## src/rtl/cdr_pi_override_ctrl_if.sv

```systemverilog
// Signal bundle between cdr_pi_override_ctrl and its neighbours.
// Defining CDR_OVR_CNT_EN adds the override-counter signals ovr_cnt / ovr_cnt_clr.
interface cdr_pi_override_ctrl_if #(
  parameter int NCH  = 4,
  parameter int NPI  = 8,
  parameter int NADC = 8
);
  logic [NCH-1:0]     sel_ext_pi;
  logic [NCH*NPI-1:0] pi_ctl_ext;
  logic [NCH*NPI-1:0] pi_ctl_int;
  logic               sel_ext_pd_offset;
  logic [NADC-1:0]    pd_offset_ext;
  logic [NADC-1:0]    pd_offset_int;
  logic [NCH*NPI-1:0] pi_ctl_out;
  logic [NADC-1:0]    pd_offset_out;
  logic [NCH-1:0]     pi_settled;
  logic [NCH-1:0]     pi_slewing;
`ifdef CDR_OVR_CNT_EN
  logic [NCH*8-1:0]   ovr_cnt;
  logic               ovr_cnt_clr;

  modport master (
    output sel_ext_pi, pi_ctl_ext, pi_ctl_int, sel_ext_pd_offset,
           pd_offset_ext, pd_offset_int, ovr_cnt_clr,
    input  pi_ctl_out, pd_offset_out, pi_settled, pi_slewing, ovr_cnt
  );
  modport slave (
    input  sel_ext_pi, pi_ctl_ext, pi_ctl_int, sel_ext_pd_offset,
           pd_offset_ext, pd_offset_int, ovr_cnt_clr,
    output pi_ctl_out, pd_offset_out, pi_settled, pi_slewing, ovr_cnt
  );
`else
  modport master (
    output sel_ext_pi, pi_ctl_ext, pi_ctl_int, sel_ext_pd_offset,
           pd_offset_ext, pd_offset_int,
    input  pi_ctl_out, pd_offset_out, pi_settled, pi_slewing
  );
  modport slave (
    input  sel_ext_pi, pi_ctl_ext, pi_ctl_int, sel_ext_pd_offset,
           pd_offset_ext, pd_offset_int,
    output pi_ctl_out, pd_offset_out, pi_settled, pi_slewing
  );
`endif
endinterface

```

## src/rtl/cdr_pi_override_ctrl.sv

```systemverilog
// Per-channel CDR/JTAG PI code override with shortest-path one-LSB slewing, plus PD offset mux.
// Optional CDR_OVR_CNT_EN: per-channel saturating count of completed slews onto the external code.
module cdr_pi_override_ctrl #(
  parameter int NCH      = 4,
  parameter int NPI      = 8,
  parameter int NADC     = 8,
  parameter int STEP_DIV = 4
) (
  input logic                    clk,
  input logic                    rst,
  cdr_pi_override_ctrl_if.slave  bus
);
  localparam int DIVW = (STEP_DIV > 1) ? $clog2(STEP_DIV) : 1;
  localparam logic [DIVW-1:0] DIV_LAST = DIVW'(STEP_DIV - 1);
  localparam logic [DIVW-1:0] DIV_ZERO = {DIVW{1'b0}};
  localparam logic [NPI-1:0]  ZERO     = {NPI{1'b0}};
  localparam logic [NPI-1:0]  ONE      = {{(NPI-1){1'b0}}, 1'b1};
  localparam logic [NPI-1:0]  ALL1     = {NPI{1'b1}};
  localparam logic [NPI-1:0]  HALF     = {1'b1, {(NPI-1){1'b0}}};

  typedef enum logic [1:0] {
    TRACK_INT = 2'd0,
    SLEW_EXT  = 2'd1,
    HOLD_EXT  = 2'd2,
    SLEW_INT  = 2'd3
  } state_t;

  // Half-range distance breaks the tie downward.
  function automatic logic [NPI-1:0] step_toward(input logic [NPI-1:0] cur, input logic [NPI-1:0] tgt);
    logic [NPI-1:0] d;
    d = tgt - cur;
    if (d == ZERO) step_toward = cur;
    else if (d < HALF) step_toward = cur + ONE;
    else step_toward = cur - ONE;
  endfunction

  function automatic logic within_one(input logic [NPI-1:0] cur, input logic [NPI-1:0] tgt);
    logic [NPI-1:0] d;
    d = tgt - cur;
    within_one = (d == ZERO) || (d == ONE) || (d == ALL1);
  endfunction

  logic [NCH-1:0]  sel_meta_r, sel_sync_r;
  logic            pd_meta_r, pd_sync_r;
  logic [NADC-1:0] pd_out_r;
  logic [NCH-1:0]  settled_r, slewing_r, settled_s;
  state_t          state_r [NCH];
  state_t          state_s [NCH];
  logic [NPI-1:0]  cur_r [NCH];
  logic [NPI-1:0]  cur_s [NCH];
  logic [DIVW-1:0] div_r [NCH];
  logic [DIVW-1:0] div_s [NCH];
  logic [NPI-1:0]  ext_code_s [NCH];
  logic [NPI-1:0]  int_code_s [NCH];

  // Per-channel next-state, next code and divider; a select change always beats a step.
  always_comb begin
    for (int i = 0; i < NCH; i++) begin
      ext_code_s[i] = bus.pi_ctl_ext[i*NPI +: NPI];
      int_code_s[i] = bus.pi_ctl_int[i*NPI +: NPI];
      state_s[i]    = state_r[i];
      cur_s[i]      = cur_r[i];
      div_s[i]      = div_r[i];
      case (state_r[i])
        TRACK_INT: begin
          cur_s[i] = int_code_s[i];
          div_s[i] = DIV_ZERO;
          if (sel_sync_r[i]) state_s[i] = SLEW_EXT;
          else state_s[i] = TRACK_INT;
        end
        SLEW_EXT: begin
          if (!sel_sync_r[i]) begin
            state_s[i] = SLEW_INT;
            div_s[i]   = DIV_ZERO;
          end else if (cur_r[i] == ext_code_s[i]) begin
            state_s[i] = HOLD_EXT;
            div_s[i]   = DIV_ZERO;
          end else if (div_r[i] == DIV_LAST) begin
            div_s[i] = DIV_ZERO;
            if (within_one(cur_r[i], ext_code_s[i])) begin
              cur_s[i]   = ext_code_s[i];
              state_s[i] = HOLD_EXT;
            end else begin
              cur_s[i] = step_toward(cur_r[i], ext_code_s[i]);
            end
          end else begin
            div_s[i] = div_r[i] + DIVW'(1);
          end
        end
        HOLD_EXT: begin
          div_s[i] = DIV_ZERO;
          if (!sel_sync_r[i]) state_s[i] = SLEW_INT;
          else if (cur_r[i] != ext_code_s[i]) state_s[i] = SLEW_EXT;
          else state_s[i] = HOLD_EXT;
        end
        SLEW_INT: begin
          if (sel_sync_r[i]) begin
            state_s[i] = SLEW_EXT;
            div_s[i]   = DIV_ZERO;
          end else if (cur_r[i] == int_code_s[i]) begin
            state_s[i] = TRACK_INT;
            div_s[i]   = DIV_ZERO;
          end else if (div_r[i] == DIV_LAST) begin
            div_s[i] = DIV_ZERO;
            if (within_one(cur_r[i], int_code_s[i])) begin
              cur_s[i]   = int_code_s[i];
              state_s[i] = TRACK_INT;
            end else begin
              cur_s[i] = step_toward(cur_r[i], int_code_s[i]);
            end
          end else begin
            div_s[i] = div_r[i] + DIVW'(1);
          end
        end
        default: begin
          state_s[i] = TRACK_INT;
          cur_s[i]   = ZERO;
          div_s[i]   = DIV_ZERO;
        end
      endcase
      settled_s[i] = (state_s[i] == TRACK_INT) || (state_s[i] == HOLD_EXT);
    end
  end

  // Synchronisers, channel state, status flags and PD offset register.
  always_ff @(posedge clk or posedge rst) begin
    if (rst) begin
      sel_meta_r <= {NCH{1'b0}};
      sel_sync_r <= {NCH{1'b0}};
      pd_meta_r  <= 1'b0;
      pd_sync_r  <= 1'b0;
      pd_out_r   <= {NADC{1'b0}};
      settled_r  <= {NCH{1'b1}};
      slewing_r  <= {NCH{1'b0}};
      for (int i = 0; i < NCH; i++) begin
        state_r[i] <= TRACK_INT;
        cur_r[i]   <= ZERO;
        div_r[i]   <= DIV_ZERO;
      end
    end else begin
      sel_meta_r <= bus.sel_ext_pi;
      sel_sync_r <= sel_meta_r;
      pd_meta_r  <= bus.sel_ext_pd_offset;
      pd_sync_r  <= pd_meta_r;
      pd_out_r   <= pd_sync_r ? bus.pd_offset_ext : bus.pd_offset_int;
      settled_r  <= settled_s;
      slewing_r  <= ~settled_s;
      for (int i = 0; i < NCH; i++) begin
        state_r[i] <= state_s[i];
        cur_r[i]   <= cur_s[i];
        div_r[i]   <= div_s[i];
      end
    end
  end

  for (genvar g = 0; g < NCH; g++) begin : g_out
    assign bus.pi_ctl_out[g*NPI +: NPI] = cur_r[g];
  end
  assign bus.pd_offset_out = pd_out_r;
  assign bus.pi_settled    = settled_r;
  assign bus.pi_slewing    = slewing_r;

`ifdef CDR_OVR_CNT_EN
  logic [7:0] cnt_r [NCH];

  // Count completed slews onto the external code; clear has priority, saturate at 255.
  always_ff @(posedge clk or posedge rst) begin
    if (rst) begin
      for (int i = 0; i < NCH; i++) cnt_r[i] <= 8'd0;
    end else begin
      for (int i = 0; i < NCH; i++) begin
        if (bus.ovr_cnt_clr) cnt_r[i] <= 8'd0;
        else if ((state_r[i] == SLEW_EXT) && (state_s[i] == HOLD_EXT) && (cnt_r[i] != 8'hFF))
          cnt_r[i] <= cnt_r[i] + 8'd1;
        else cnt_r[i] <= cnt_r[i];
      end
    end
  end

  for (genvar g = 0; g < NCH; g++) begin : g_cnt
    assign bus.ovr_cnt[g*8 +: 8] = cnt_r[g];
  end
`endif
endmodule
```

## src/flat_wrapper.sv

```systemverilog
// flat-port wrapper written by rule: the top's interface ports become plain ports
module cdr_pi_override_ctrl_flat 
#(
  parameter int NCH      = 4,
  parameter int NPI      = 8,
  parameter int NADC     = 8,
  parameter int STEP_DIV = 4
)
  (clk, rst, bus_sel_ext_pi, bus_pi_ctl_ext, bus_pi_ctl_int, bus_sel_ext_pd_offset, bus_pd_offset_ext, bus_pd_offset_int, bus_pi_ctl_out, bus_pd_offset_out, bus_pi_settled, bus_pi_slewing);
  cdr_pi_override_ctrl_if #(.NCH(NCH), .NPI(NPI), .NADC(NADC)) bus_i ();
  input logic clk;
  input logic rst;
  input wire logic [$bits(bus_i.sel_ext_pi)-1:0] bus_sel_ext_pi;
  input wire logic [$bits(bus_i.pi_ctl_ext)-1:0] bus_pi_ctl_ext;
  input wire logic [$bits(bus_i.pi_ctl_int)-1:0] bus_pi_ctl_int;
  input wire logic [$bits(bus_i.sel_ext_pd_offset)-1:0] bus_sel_ext_pd_offset;
  input wire logic [$bits(bus_i.pd_offset_ext)-1:0] bus_pd_offset_ext;
  input wire logic [$bits(bus_i.pd_offset_int)-1:0] bus_pd_offset_int;
  output wire logic [$bits(bus_i.pi_ctl_out)-1:0] bus_pi_ctl_out;
  output wire logic [$bits(bus_i.pd_offset_out)-1:0] bus_pd_offset_out;
  output wire logic [$bits(bus_i.pi_settled)-1:0] bus_pi_settled;
  output wire logic [$bits(bus_i.pi_slewing)-1:0] bus_pi_slewing;
  assign bus_i.sel_ext_pi = bus_sel_ext_pi;
  assign bus_i.pi_ctl_ext = bus_pi_ctl_ext;
  assign bus_i.pi_ctl_int = bus_pi_ctl_int;
  assign bus_i.sel_ext_pd_offset = bus_sel_ext_pd_offset;
  assign bus_i.pd_offset_ext = bus_pd_offset_ext;
  assign bus_i.pd_offset_int = bus_pd_offset_int;
  assign bus_pi_ctl_out = bus_i.pi_ctl_out;
  assign bus_pd_offset_out = bus_i.pd_offset_out;
  assign bus_pi_settled = bus_i.pi_settled;
  assign bus_pi_slewing = bus_i.pi_slewing;
  cdr_pi_override_ctrl #(.NCH(NCH), .NPI(NPI), .NADC(NADC), .STEP_DIV(STEP_DIV)) u_core (.clk(clk), .rst(rst), .bus(bus_i));
endmodule
```

## config.mk

```make
export PLATFORM = sky130hd
export DESIGN_NAME = cdr_pi_override_ctrl_flat
export DESIGN_NICKNAME = d
export VERILOG_FILES = /design/src/rtl/cdr_pi_override_ctrl_if.sv /design/src/rtl/cdr_pi_override_ctrl.sv /design/src/flat_wrapper.sv
export SDC_FILE = /design/constraint.sdc
export NUM_CORES = 1
export LEC_CHECK = 0
export CORE_MARGIN = 3
export CORE_UTILIZATION = 35
export CTS_CLUSTER_DIAMETER = 50
export CTS_CLUSTER_SIZE = 16
export DETAILED_ROUTE_END_ITERATION = 8
export GPL_TIMING_DRIVEN = 0
export HOLD_SLACK_MARGIN = 0.05
export PLACE_DENSITY_LB_ADDON = 0.08
export RECOVER_POWER = 100
export SKIP_CTS_REPAIR_TIMING = 1
export SLEW_MARGIN = 20
export SYNTH_ARGS = -nofsm -noshare
export SYNTH_HDL_FRONTEND = slang
export SYNTH_SLANG_ARGS = --single-unit
```

## constraint.sdc

```tcl
create_clock -name clk -period 6.1 [get_ports clk]
set_clock_uncertainty 0.1 [all_clocks]
set_input_delay 0.61 -clock clk [delete_from_list [all_inputs] [get_ports clk]]
set_output_delay 0.61 -clock clk [all_outputs]
set_load 0.05 [all_outputs]
```

==> metrics <==
share of layout cells above drive strength 1 under 10%; CORE AREA approximately 0.025 mm^2; drt first-iter violations between 500 and 600; Synthesized Nets 1271; CTS tree done; Die Footprint 0.0279 mm^2; worst min-delay path category register to register; most common cell in the netlist nor2_1; Final Util 43.8%; worst-path cell chain dlygate4sd3_1 > ha_1 > nor2b_1 > o31a_1 > or3_1 > a211oi_1 > nor4_1 > a41oi_1 > buf_4 > mux2i_1 > o221ai_1 > o22a_1; syn avg cell area 8.21 um^2; Post-synth EDFFs 0; crit path time final 4880 ps; Starting Density 35.8%; CP max FO 10; critical setup path kind input port to register; peak supply drop 219 uV; Clock transition at path regs 60 ps; met1 wire length 14.0 mm; Mapped Cells 1104; period utilization 80.0%; Ys Warns 0; DR WL met3 about 1.2 mm; worst path bufs/invs 2; Antenna Nets Post-Route 0; Clock Latency Late Sink 340 ps; CTS max path bufs 2; ys async rst share 100%; FILL cells 2598; Commonest cells post-synth nor2_1 (80), inv_1 (78), ha_1 (72), o21ai_0 (68), dfrtp_1 (66); Final Hold Fails 0; largest net degree at the start of global routing 47; Root Buffer Master clkbuf_16; CP Capture Type register; vias in the first global route 8638; initial antenna violation count 1; worst slew pin tran around 2700 ps; GP Congestion 0.884; top_reg_cell synth dfrtp_1; H-tree lvl count 3; RSZ-0062 raised after global routing no; Seq. cell area 0.00176 mm^2; multi-input logic area 0.00678 mm^2; failing checks capacitance limit, slew limit; post-synth top area share 18.2%; Max Cap Violations 4; total gr overflow 0; drt first pass iters 5; WP data required slightly above 6000 ps; Remaining DRCs 0; max-slew violations 54; DR WL met2 12.7 mm; pwr/cell area 561 mW/mm^2; post-synth top area cell dfrtp_1; CP Launch Type input port; total track usage between 20% and 30%; Yosys reg bits 70; CTS Buf Count 9; die width 167 um; Area Overhead vs Synth 22.3%; outcome finished, violations left; sequential fraction of the synthesis area 19.4%; Rows 58; CP delay by family, top compound AO/OA/AOI/OAI gates; final WL 28.3 mm; Leakage 4.61 nW; setup TNS 0 ps; Critical Path AT 5010 ps; final setup fails 0; DR WL/cell 17.8 um; max incr delay on CP 1140 ps; routed vias/inst roughly 5.6; CTS sink count 70; mapped cell area between 0.009 and 0.01 mm^2; fmax 0.205 GHz; DR top layer met4; largest cells by area after synthesis dfrtp_1 (18%), ha_1 (9.9%), mux2i_1 (6.3%), xnor2_1 (4.8%), o21ai_0 (3.8%); Slew HR -77.6%; first-pass GRT wire length 46.2 mm; post-synthesis cell type count 98; DR vias 8868; final net count 1416; Final HPWL DP ~22 mm; Die Span Y ~170 um; IO buf count 133; CP max-delay cell a211oi_1; io pins 135
[through the flow]
step | instances | hold WS (ps) | worst slack [ps] | instance area, um^2 | power (mW)
2_1_floorplan | 1104 | 231 | 2380 | 9060 | 4.49
3_3_place_gp | 1567 | 233 | 1510 | 10800 | 5.68
3_5_place_dp | 1568 | 235 | 1490 | 10800 | 5.69
4_1_cts | 1584 | 240 | 1830 | 11200 | 6.34
5_1_grt | 1584 | 249 | 803 | 11100 | 6.77
6_report | 1585 | 240 | 1220 | 11100 | 6.21
[worst reg2reg max path, cell delays in order (launching register included)]
cell and delay, ps:
dfrtp_1 590, ha_1 240, inv_1 50, fa_1 400
a211oi_1 320, nor2_1 110, xnor2_1 150, or4b_2 630
o32ai_1 1120, o21ai_0 320, a222oi_1 490, a21oi_1 130
[flip-flops by register name, summed over array words and instances (netlist names)]
signal,flops
u_core.bus.pd_offset_out,8
u_core.bus.pi_ctl_out,32
u_core.bus.pi_settled,4
u_core.bus.pi_slewing,4
u_core.div_r,8
u_core.pd_meta_r,1
u_core.pd_sync_r,1
u_core.sel_meta_r,4
u_core.sel_sync_r,4
u_core.state_r,4
[cells by family after synthesis]
group,after synthesis,synth area share (%)
AOI/OAI and AO/OA,319,25.2
xor gates and xnor gates,80,8.19
buffers and inverters,113,5.11
adders and majority gates,80,11.7
DFF,70,19.4
muxes,81,9.32
and+or+nand+nor,361,21.1
[final timing paths]
path                       slack [ps]                     start  cells past startpoint                          end
min in group asynchronous         830                       rst                      2  u_core.bus.pd_offset_out[1]
max in group asynchronous        2070                       rst                      3    u_core.bus.pi_ctl_out[15]
setup reg to reg                 1320  u_core.bus.pi_ctl_out[0]                     11     u_core.bus.pi_ctl_out[1]
hold reg to reg                   240      u_core.sel_meta_r[0]                      0         u_core.sel_sync_r[0]
setup / recovery                 1220        bus_pi_ctl_int[17]                     12    u_core.bus.pi_ctl_out[17]
hold / removal                    240      u_core.sel_meta_r[0]                      0         u_core.sel_sync_r[0]
[area by class of cell]
type | instances | share of cell area [%]
diodes | 1 | 0.0226
plain buffers | 34 | 1.48
clock buffers | 11 | 2.28
clock inverters | 5 | 0.734
inverters | 79 | 2.69
multi-input cells | 921 | 61.2
flip-flops and latches | 70 | 15.9
well taps | 330 | 3.73
repair buffers | 134 | 12.0
[where the power goes]
part           internal (mW)  switching [mW]  leakage, nW
registers              0.642           0.235        0.822
clock network          0.381           0.228        0.162
logic                   1.88            2.84         3.63
total                   2.91            3.31         4.61
[per-layer routing]
metal / vias up / track usage, %
met1: 4209 / 28.8
met2: 210 / 32.1
met5: - / 0
met4: 0 / 5.24
met3: 23 / 2.07
li1: 4426 / -
[cell usage in the layout, fill, tap and decap left out, types with 21 or more instances in the layout]
cell type | synthesis | final
dlygate4sd3_1 | 0 | 61
clkdlybuf4s50_1 | 0 | 72
nor2_1 | 80 | 80
mux2i_1 | 57 | 57
xor2_1 | 26 | 26
nor2b_1 | 21 | 21
dfrtp_1 | 66 | 66
nand3_1 | 40 | 40
nor3_1 | 40 | 40
a21oi_1 | 59 | 59
o21ai_0 | 68 | 68
mux2_2 | 23 | 21
clkbuf_1 | 20 | 23
nand2_1 | 58 | 58
ha_1 | 72 | 72
inv_1 | 78 | 77
xnor2_1 | 50 | 50
Note: power is estimated with default switching activity, not from simulation.
